[src/rtl/pwm_pkg.sv]
// rtl/pwm_pkg.sv - shared config type and reset value for the PWM compare stage
package pwm_pkg;

  localparam int PWM_CNT_BITS = 4;

  typedef struct packed {
    logic [PWM_CNT_BITS-1:0] duty;
    logic                    pol;
  } pwm_cfg_t;

  localparam pwm_cfg_t PWM_CFG_RST = '{duty: '0, pol: 1'b0};

endpackage

[src/rtl/pwm_compare.sv]
// rtl/pwm_compare.sv - PWM compare stage with period-boundary config swap
// Config lands in a shadow register and moves to active only on a wrap or while stopped.
module pwm_compare
  import pwm_pkg::*;
#(
  parameter int NUM_CNT_BITS = PWM_CNT_BITS
) (
  input  logic                    clk,
  input  logic                    n_rst,
  input  logic                    run,
  input  logic                    count_enable,
  input  logic [NUM_CNT_BITS-1:0] count_out,
  input  logic                    rollover_flag,
  input  logic                    cfg_valid,
  output logic                    cfg_ready,
  input  logic [NUM_CNT_BITS-1:0] cfg_duty,
  input  logic                    cfg_polarity,
  output logic                    cnt_clear,
  output logic                    pwm_out,
  output logic                    period_done,
  output logic                    cfg_applied
);

  pwm_cfg_t shadow_cfg;
  pwm_cfg_t active_cfg;
  logic     pending;
  logic     boundary;
  logic     apply_edge;
  logic     accept;
  logic     in_high;

  assign cnt_clear  = ~run;
  assign cfg_ready  = ~pending;
  assign accept     = cfg_valid & ~pending;
  assign boundary   = run & count_enable & rollover_flag;
  assign apply_edge = boundary | ~run;
  assign in_high    = run & (count_out != '0) & (count_out <= active_cfg.duty);

  // accept needs pending=0 and apply needs pending=1, so an offer taken on a
  // boundary edge is only stored and waits for the following boundary
  always_ff @(posedge clk or negedge n_rst) begin
    if (!n_rst) begin
      shadow_cfg  <= PWM_CFG_RST;
      active_cfg  <= PWM_CFG_RST;
      pending     <= 1'b0;
      pwm_out     <= 1'b0;
      period_done <= 1'b0;
      cfg_applied <= 1'b0;
    end else begin
      cfg_applied <= 1'b0;
      period_done <= boundary;
      pwm_out     <= active_cfg.pol ^ in_high;
      if (apply_edge && pending) begin
        active_cfg  <= shadow_cfg;
        pending     <= 1'b0;
        cfg_applied <= 1'b1;
      end
      if (accept) begin
        shadow_cfg <= '{duty: cfg_duty, pol: cfg_polarity};
        pending    <= 1'b1;
      end
    end
  end

endmodule

[config.mk]
export PLATFORM = sky130hd
export DESIGN_NAME = pwm_compare
export DESIGN_NICKNAME = d
export VERILOG_FILES = /design/src/rtl/pwm_pkg.sv /design/src/rtl/pwm_compare.sv
export SDC_FILE = /design/constraint.sdc
export NUM_CORES = 1
export LEC_CHECK = 0
export ABC_AREA = 1
export CAP_MARGIN = 15
export CORE_MARGIN = 3
export CORE_UTILIZATION = 47
export CTS_BUF_LIST = sky130_fd_sc_hd__clkbuf_4 sky130_fd_sc_hd__clkbuf_8 sky130_fd_sc_hd__clkbuf_16
export DETAILED_ROUTE_END_ITERATION = 10
export PLACE_DENSITY = 0.84
export SLEW_MARGIN = 25
export SYNTH_ARGS = -nofsm -noshare
export SYNTH_HDL_FRONTEND = slang
export SYNTH_SLANG_ARGS = --single-unit
[constraint.sdc]
create_clock -name clk -period 1.65 [get_ports clk]
set_input_delay 0.2475 -clock clk [delete_from_list [all_inputs] [get_ports clk]]
set_output_delay 0.2475 -clock clk [all_outputs]
set_load 0.03 [all_outputs]
Word level (Yosys, flattened, before mapping). Index checks and enable logic that the tools add are counted.

Multiplexer cells: 3. Bitwise logic cells: 9. $lt $le $gt $ge: 1. Reduce and logical (&&, ||, !) cells: 3.

Operators with widths (count): $and 1x1->1 (5); $le 4x4->1 (1); $reduce_bool 4->1 (1); $mux 1 (3); $not 1->1 (2); $reduce_bool 2->1 (1); $logic_and 1x1->1 (1); $or 1x1->1 (1); $xor 1x1->1 (1).

Register bits: 14.

Depth between registers and ports, before layout. Gate-level depths: netlist of the first run.

Word-level depth: 6. Mapped depth: 11.

Worst setup path after synthesis of the first run. Ideal clock, no wire load.

Kind: register to register. From: register active_cfg[4] (netlist name). To: register pwm_out. Period minus slack after synthesis: 1119 ps. Library setup time: 117 ps. Data required time: 1533 ps. Slack: 531 ps. Arrival time: 1003 ps. Stages on the path, launching flop included: 11. Path through: dfrtp_1 -> inv_1 -> ha_1 -> nand2_1 -> inv_1 -> nand2_1 -> nand2_1 -> nand2_1 -> nand2_1 -> nand2_1 -> nand2_1.

Cells in the longest elaborated chain, start to end: 3.

RTL lines: start: declaration (line pwm_compare.sv:25) `pwm_cfg_t active_cfg;`; start signal: assignment (line pwm_compare.sv:54) `active_cfg <= shadow_cfg;`; $le 4x4->1 (line pwm_compare.sv:37) `assign in_high = run & (count_out != '0) & (count_out <= active_cfg.duty);`; $and 1x1->1 (line pwm_compare.sv:37); $xor 1x1->1 (line pwm_compare.sv:52) `pwm_out <= active_cfg.pol ^ in_high;`; end signal: assignment (line pwm_compare.sv:52); end: declaration (line pwm_compare.sv:19) `output logic pwm_out,`.

Every way passes these cells. A chain may end at the register's enable or synchronous reset.

Worst setup path in the final report of the first run.
From: register pwm_out. To: output pwm_out.

No word-level cell between the ends.

==> results by group, run 1 <==
Logic synthesis
  • Area share of the largest cell type after synthesis: 0.525
  • Post-synth top cells: dfrtp_1, nand2_1, inv_1, nor2_1, o21ai_0
  • Synth Register Bits: 14
  • Gate Count Post-Synth: 66
  • Post-synthesis async set-or-reset flop share: 1.00
  • Post-synth EDFFs: 0
  • Yosys warns: 0
  • Syn Area/Cell: slightly above 10 µm²
  • Seq/Total Area, Yosys: 0.525
  • Netlist Area Pre-Place: between 600 and 700 µm²
  • Largest area contributor in the netlist: dfrtp_1
  • Mapped Nets: 85
  • Cell variety after synth: 13
  • Top post-synthesis cells by area: dfrtp_1, mux2_4, nand2_1
  • Top_reg_cell synth: dfrtp_1

Power and ir drop
  • Sw frac: 0.361
  • Worst VDD drop: between 0.8 and 0.9 mV
  • Combinational share of power: 0.442
  • Sw power: ~480 µW
  • Internal: between 800 and 900 µW
  • Sequential Power Share: 0.422
  • Clock Power Share: 0.136
  • Pleak: 0.445 nW
  • Pwr dens: 1510 nW/µm²

Detailed routing
  • Residual DRC: 0
  • Wire per inst: 10.7 µm
  • Via count: between 400 and 500
  • Final ANT Viol Nets: 0
  • Post-DR vias/cell: between 4 and 5
  • Detailed Route WL: 1.08 mm
  • Drt pass-1 iters: 3
  • Initial DRC count: 2

STA
  • Worst-Margin Slew: 0.583 ns
  • Hold Vio Cnt, Final: 0
  • Max-slew violation count: 0
  • RSZ-0062 raised after global routing: false
  • Hold_ws: 0.347 ns
  • Max_slew headroom: 0.610
  • Post-layout min period: 1.51 ns
  • Skew final: about 0.0021 ns
  • Post-route setup TNS: 0 ns
  • Max Freq: between 600 and 700 MHz
  • Final setup margin: roughly 0.14 ns
  • Tcrit/Tclk final: 0.914
  • Setup violations, final: 0

Setup path
  • Crit path DAT: about 1.3 ns
  • Crit-path leading delay family: buffers and inverters
  • Crit path capture type: output pin
  • Worst path cell trace: clkdlybuf4s50_1
  • RR Startpoint: active_cfg[2]
  • WP buf/inv: 1
  • R2R depth: 10
  • CP Class: reg -> out
  • CP required: roughly 1.4 ns
  • Crit path max fanout: 1
  • Element type at the critical path start: flop
  • Max incr delay on CP: 0.66 ns
  • End of the worst register-to-register path: pwm_out
  • Flop2flop setup slack: between 0.3 and 0.4 ns
  • Crit-path slowest cell: clkdlybuf4s50_1

GRT
  • Vias in the first global route: 510
  • Largest net degree at the start of global routing: 15
  • Initial antenna violation count: 0
  • Tot GR Track Use: 0.142
  • GR Overflow Total: 0
  • First-pass GRT wire length: roughly 2 mm

Placed design
  • Placed cell area: ~860 µm²
  • Place WS: 0.0575 ns
  • Post-DP HPWL: about 900 µm
  • Post-Place Cells: between 90 and 100
  • RePlAce Congestion: a little over 0.8
  • Buffers on Ports: 19

Clock tree
  • Total CTS buffers: 3
  • Reg clk slew, reported paths: approximately 0.08 ns
  • Hold Buf Count CTS: 0
  • Clock sink count: 14
  • Setup repair bufs after CTS: 0
  • CTS H-tree depth: 1
  • TritonCTS clock tree: done
  • Clock network latency to the later pin of the worst-skew pair: between 0.2 and 0.3 ns
  • Root buf cell: clkbuf_4
  • Post-cts gate resize count: 1
  • Clock Tree Buf Depth: 2

Floorplanning
  • Die ar.: 1910 µm²
  • Die X: about 44 µm
  • IO Count: 20
  • Core footprint: 1220 µm²
  • DIE HEIGHT: ~44 µm
  • Initial core utilization: 0.548
  • Cell Rows: 12

Min path
  • HP Class: in -> async

Cells and area
  • Ant. Diodes: 0
  • Layout cells sized above 1: 0.126
  • Cell area after layout: 882 µm²
  • # nets final: roughly 110
  • Post-Layout Cell Count: 101
  • Area Growth Syn to Fin: 32.3%

Run
  • Max Cap Violations: 0

Status
  • Outcome: finished clean
logic make-up (layout without fill, tap and decap cells):
kind of cell | Yosys count | in the layout | synth area share
AOI/OAI and AO/OA | 10 | 10 | 0.0919
adders and majority gates | 4 | 4 | 0.0750
buffers and inverters | 12 | 33 | 0.0788
DFF | 14 | 14 | 0.525
muxes | 4 | 4 | 0.0901
and+or+nand+nor | 22 | 22 | 0.139
power by group through the flow:
stage | Clock, mW | Sequential, mW | Combinational, mW
floorplan | 0 | 0.595 | 0.399
global placement | 0 | 0.558 | 0.573
detailed placement | 0 | 0.567 | 0.604
CTS | 0.186 | 0.560 | 0.596
global route | 0.200 | 0.578 | 0.667
finish | 0.181 | 0.561 | 0.588
cells in the final DEF (no fill, tap or decap), types with 2 or more instances in the layout:
cell type	count
clkbuf_4	3
clkdlybuf4s50_1	17
dfrtp_1	14
ha_1	4
nor2_1	5
nand3_1	2
a21oi_1	4
inv_1	10
nand2_1	14
mux2_4	4
o21ai_0	5
per-stage QoR:
step | utilization | power [mW]
floorplan | - | 0.993
global placement | 0.708 | 1.13
detailed placement | 0.708 | 1.17
CTS | 0.725 | 1.34
global route | 0.725 | 1.45
finish | 0.725 | 1.33
sequential cells by signal (all words and copies together), names as in the netlist:
signal / flops
pwm_out: 1
pending: 1
cfg_applied: 1
period_done: 1
shadow_cfg: 5
active_cfg: 5
area by class of cell:
cell class / count / area, µm²
flip-flops and latches: 14 / 350
fillers: 93 / 334
multi-input cells: 40 / 264
repair buffers: 19 / 186
inverters: 11 / 41.3
clock buffers: 3 / 22.5
well taps: 14 / 17.5
how the worst max path moves through the flow:
stage / from / endpoint / slack, ns / cells past startpoint
after floorplan: active_cfg[4] / pwm_out / 0.53 / 10
after detailed placement: count_out[1] / pwm_out / 0.06 / 10
final: pwm_out / pwm_out / 0.14 / 1
after CTS: pwm_out / pwm_out / 0.12 / 1
after global routing: pwm_out / pwm_out / 0.09 / 1
after global placement: count_out[3] / pwm_out / 0.13 / 10
layer usage:
layer / part of all wire / routed length [µm] / vias up / global-route usage
li1: - / - / 249 / -
met1: 0.44 / 477 / 213 / 0.152
met2: 0.48 / 519 / 15 / 0.238
met3: 0.074 / 80 / 2 / 0.0456
met4: 0.0037 / 4 / 0 / 0.0904
met5: 0 / 0 / - / 0
(Power assumes the default switching activity.)
==> run 2, diff against run 1 <==
--- a/config.mk
+++ b/config.mk
@@ -8,10 +8,10 @@
 export ABC_AREA = 1
 export CAP_MARGIN = 15
 export CORE_MARGIN = 3
-export CORE_UTILIZATION = 47
+export CORE_UTILIZATION = 40
 export CTS_BUF_LIST = sky130_fd_sc_hd__clkbuf_4 sky130_fd_sc_hd__clkbuf_8 sky130_fd_sc_hd__clkbuf_16
 export DETAILED_ROUTE_END_ITERATION = 10
-export PLACE_DENSITY = 0.84
+export PLACE_DENSITY = 0.76
 export SLEW_MARGIN = 25
 export SYNTH_ARGS = -nofsm -noshare
 export SYNTH_HDL_FRONTEND = slang
==> constraint.sdc (replaced) <==
create_clock -name clk -period 1.3 [get_ports clk]
set_input_delay 0.195 -clock clk [delete_from_list [all_inputs] [get_ports clk]]
set_output_delay 0.195 -clock clk [all_outputs]
set_load 0.03 [all_outputs]
==> run 2 against run 1 <==
Compared with the run above: wire length grew 10%; critical path depth rose by 7; worst hold slack worse by 0.12 ns; via count is 6.7% higher; clock-buffer cell count is the same; clock power is 30% higher; first-iteration DRC count rose to 3.5 times the previous value; global-route usage decreased by 2.3 points; die area up 15%; sequential power rose by 27%; largest cell class unchanged; largest power group unchanged; highest routed layer is now met3.
==> results by group, run 2 (synthesis gave the netlist of run 1 again) <==
STA
  • Post-layout min period: ~1.2 ns
  • Setup violations, final: 0
  • Max-slew violation count: 0
  • Max Freq: approximately 800 MHz
  • Hold_ws: 0.223 ns
  • Post-route setup TNS: 0 ns
  • Hold Vio Cnt, Final: 0
  • Skew final: 0.000748 ns
  • Max_slew headroom: 0.795
  • Tcrit/Tclk final: 0.944
  • Worst-Margin Slew: between 0.3 and 0.4 ns

Detailed routing
  • Drt pass-1 iters: 4
  • Via count: between 500 and 600
  • Residual DRC: 0
  • Detailed Route WL: around 1.2 mm
  • Final ANT Viol Nets: 0
  • Post-DR vias/cell: slightly below 5
  • Wire per inst: about 11 µm
  • Initial DRC count: 7

Cells and area
  • Largest registers: active_cfg x5, shadow_cfg x5
  • Most frequent cells in the layout: nand2_1, dfrtp_1, clkdlybuf4s50_1, inv_1
  • # nets final: between 100 and 150
  • Cell area after layout: approximately 910 µm²
  • Area Growth Syn to Fin: 36.8%
  • Final Core Density: 0.592
  • Layout cells sized above 1: 0.193
  • Ant. Diodes: 0

Power and ir drop
  • Pleak: between 0.4 and 0.5 nW
  • Pwr dens: ~1900 nW/µm²
  • Worst VDD drop: between 1 and 1.5 mV
  • Pwr Total: approximately 1.7 mW

Setup path
  • Crit path capture type: flop
  • Max incr delay on CP: 0.53 ns
  • Crit-path slowest cell: clkdlybuf4s50_1
  • CP Class: in -> reg
  • Flop2flop setup slack: around 0.11 ns
  • Crit path DAT: 1.40 ns
  • Most common cell on crit path: nand2_1
  • End of the worst register-to-register path: pwm_out
  • CP required: 1.47 ns
  • RR Startpoint: active_cfg[4]
  • R2R depth: 8
  • Element type at the critical path start: input pin
  • Crit path max fanout: 2
  • Worst path cell trace: clkdlybuf4s50_1, ha_4, a21oi_1, nand2_1, nand2_1, nand2_1, nand2_1, nand2_1

Run
  • Max Cap Violations: 0

Floorplanning
  • DIE HEIGHT: ~47 µm
  • Initial core utilization: 0.433
  • Cell Rows: 14
  • Core footprint: between 1500 and 2000 µm²
  • Die ar.: ~2200 µm²
  • IO Count: 20
  • Die X: between 40 and 50 µm

Clock tree
  • Clock sink count: 14
  • CTS H-tree depth: 1
  • Reg clk slew, reported paths: about 0.080 ns
  • Total CTS buffers: 3
  • Clock network latency to the later pin of the worst-skew pair: approximately 0.27 ns
  • TritonCTS clock tree: done
  • Hold Buf Count CTS: 0
  • Clock Tree Buf Depth: 2
  • Root buf cell: clkbuf_4
  • Setup repair bufs after CTS: 0

GRT
  • Largest net degree at the start of global routing: 15
  • Vias in the first global route: roughly 450
  • First-pass GRT wire length: 1.80 mm
  • GR Overflow Total: 0
  • Tot GR Track Use: 0.119
  • Initial antenna violation count: 0

Placed design
  • Buffers on Ports: 19
  • Post-DP HPWL: roughly 950 µm
  • RePlAce Congestion: approximately 0.72
  • Placed cell area: about 870 µm²

Status
  • Outcome: finished clean

Min path
  • HP Class: in -> async
run 2: cell types whose count changed in the layout (fill, tap and decap cells not counted), sizes merged:
cell	previous run	this run
buf	1	3
clkdlybuf4s50	17	14
dlygate4sd2	1	3
run 2: layout make-up:
cell class                 instances  area, µm²
clock buffer                       3       22.5
fill                             138        629
inverter                          11       41.3
multi-input combinational         40        289
sequential                        14        350
tap                               16       20.0
timing repair buffer              20        189
run 2: timing repair:
action	in CTS	in global routing
cloned	0	0
endpoints found under the hold margin	0	0
resized for setup	3	4
endpoints found under the setup margin	3	1
run 2: layer usage:
metal / part of all wire / GRT usage / vias up
met2: 0.53 / 0.217 / 14
met4: 0 / 0.0663 / 0
met3: 0.051 / 0.0230 / 0
met1: 0.42 / 0.127 / 242
met5: 0 / 0 / -
li1: - / - / 255
run 2: per-stage QoR:
stage,std cells,worst slack [ns]
global placement,101,-0.178
global route,104,-0.00937
CTS,104,0.0618
detailed placement,101,-0.213
finish,104,0.0732
floorplan,66,0.181
run 2: worst max-delay path by stage:
stage | from | cells past startpoint | slack (ns) | endpoint
detailed placement | count_out[3] | 8 | -0.21 | pwm_out
finish | count_out[3] | 8 | 0.07 | pwm_out
global placement | count_out[3] | 8 | -0.18 | pwm_out
CTS | active_cfg[4] | 8 | 0.06 | pwm_out
global route | count_out[2] | 10 | -0.009 | pwm_out
floorplan | active_cfg[4] | 10 | 0.18 | pwm_out
run 2: power breakdown:
group | internal, mW | switching (mW) | total [mW]
registers | 0.631 | 0.0829 | 0.714
clock network | 0.107 | 0.128 | 0.236
logic | 0.356 | 0.423 | 0.779
total | 1.09 | 0.634 | 1.73
run 2: critical path, delay by kind of cell:
kind | cells | cell delay (ns)
compound gates | 1 | 0.16
buf+inv | 1 | 0.53
fa+ha+maj | 1 | 0.22
simple gates | 5 | 0.29
==> run 3, diff against run 2 <==
--- a/config.mk
+++ b/config.mk
@@ -12,6 +12,8 @@
 export CTS_BUF_LIST = sky130_fd_sc_hd__clkbuf_4 sky130_fd_sc_hd__clkbuf_8 sky130_fd_sc_hd__clkbuf_16
 export DETAILED_ROUTE_END_ITERATION = 10
 export PLACE_DENSITY = 0.76
+export RECOVER_POWER = 50
+export SETUP_SLACK_MARGIN = 0.2
 export SLEW_MARGIN = 25
 export SYNTH_ARGS = -nofsm -noshare
 export SYNTH_HDL_FRONTEND = slang
==> run 3 against run 2 <==
Compared with the run above: clock power about the same; global-route usage grew 2.6 points; power is 10% higher; first-iteration DRC count shrank 86%; non-clock buffer count increased by 3.
==> results by group, run 3 (synthesis gave the netlist of run 1 again) <==
Status
  • Outcome: finished clean

STA
  • Hold_ws: roughly 0.3 ns
  • Max Freq: ~830 MHz
  • Setup violations, final: 0
  • Post-layout min period: about 1.2 ns
  • Max_slew headroom: 0.534
  • Hold Vio Cnt, Final: 0
  • Final setup margin: about 0.098 ns
  • Tcrit/Tclk final: 0.924
  • Post-route setup TNS: 0 ns
  • Skew final: between 0.005 and 0.006 ns
  • Max-slew violation count: 0
  • Worst-Margin Slew: ~0.7 ns
  • RSZ-0062 raised after global routing: true

Floorplanning
  • DIE HEIGHT: between 40 and 50 µm
  • Die X: around 47 µm
  • Core footprint: 1540 µm²
  • Die ar.: approximately 2200 µm²
  • Cell Rows: 14
  • IO Count: 20
  • Initial core utilization: 0.433

Cells and area
  • Most frequent cells in the layout: dfrtp_1, nand2_1, clkdlybuf4s50_1, inv_1
  • Cell area after layout: around 960 µm²
  • Ant. Diodes: 0
  • # nets final: between 100 and 150
  • FILL cells: ~130
  • Final Core Density: 0.621
  • Largest registers: active_cfg x5, shadow_cfg x5
  • Layout cells sized above 1: 0.315
  • Area Growth Syn to Fin: 43.5%
  • Post-Layout Cell Count: approximately 110
  • Most common cell after layout, fill and taps aside: dfrtp_1

Placed design
  • RePlAce Congestion: roughly 0.7
  • Buffers on Ports: 19
  • Placed cell area: approximately 870 µm²
  • Post-DP HPWL: approximately 930 µm
  • Post-Place Cells: about 100
  • Place WS: -0.227 ns

Setup path
  • Crit path max fanout: 2
  • RR Startpoint: active_cfg[4]
  • CP Class: reg -> reg
  • CP Launch Point: active_cfg[4]
  • Element type at the critical path start: flop
  • Crit path capture type: flop
  • CP required: approximately 1.5 ns
  • Crit path DAT: 1.38 ns

Power and ir drop
  • Pwr Total: 1.90 mW
  • Pwr dens: slightly below 2000 nW/µm²
  • Worst VDD drop: between 1 and 1.5 mV
  • Pleak: roughly 0.48 nW

Detailed routing
  • Wire per inst: between 10 and 15 µm
  • Via count: 528
  • Residual DRC: 0
  • Post-DR vias/cell: slightly below 5
  • Drt pass-1 iters: 3
  • Initial DRC count: 1
  • Final ANT Viol Nets: 0
  • Detailed Route WL: 1.35 mm

Clock tree
  • Clock network latency to the later pin of the worst-skew pair: around 0.28 ns
  • Clock sink count: 14
  • Clock Tree Buf Depth: 2
  • CTS H-tree depth: 1
  • TritonCTS clock tree: done
  • Root buf cell: clkbuf_4
  • Hold Buf Count CTS: 0
  • Total CTS buffers: 3
  • Reg clk slew, reported paths: 0.08 ns

GRT
  • Largest net degree at the start of global routing: 15
  • Tot GR Track Use: 0.145
  • Vias in the first global route: approximately 550
  • Initial antenna violation count: 0
  • GR Overflow Total: 0
  • First-pass GRT wire length: around 2.2 mm

Min path
  • HP Class: in -> reg
  • Origin of the worst min-delay path: run

Run
  • Max Cap Violations: 0
## run 3: layout make-up
cell class | instances | area [µm²] | share of cell area
timing repair buffer | 23 | 199 | 0.208
multi-input combinational | 41 | 324 | 0.339
clock buffer | 3 | 22.5 | 0.0235
tap | 16 | 20.0 | 0.0209
inverter | 11 | 41.3 | 0.0431
sequential | 14 | 350 | 0.366
## run 3: per-layer routing
layer	up-vias	part of all wire	GRT usage
li1	264	-	-
met1	246	0.35	0.159
met5	-	0	0
met2	14	0.57	0.238
met3	4	0.051	0.0230
met4	0	0.027	0.127
## run 3: timing repair
action                                  CTS  global route
pin swaps                                 1             1
buffers inserted                          3             0
resized for setup                        22             7
endpoints found under the setup margin    6             9
gates cloned                              0             1
## run 3: worst paths after layout
check,to,slack (ns),cells after the start
hold reg to reg,active_cfg[4],0.49,2
setup reg to reg,pwm_out,0.1,10
hold / removal,cfg_applied,0.30,2
min in group asynchronous,pwm_out,0.48,2
setup / recovery,pwm_out,0.1,10
max in group asynchronous,pending,0.38,2
## run 3: power by group
group / internal, mW / switching [mW]
Clock: 0.108 / 0.130
Combinational: 0.445 / 0.501
Sequential: 0.631 / 0.0869
Total: 1.18 / 0.718
## run 3: worst max-delay path: stages (launching register included)
cell	delay, ns
dfrtp_1	0.38
inv_2	0.08
ha_4	0.20
nand2_2	0.06
inv_2	0.04
nand2_1	0.06
nand2_1	0.06
nand2_2	0.07
nand2_1	0.05
nand2_1	0.06
nand2_1	0.05
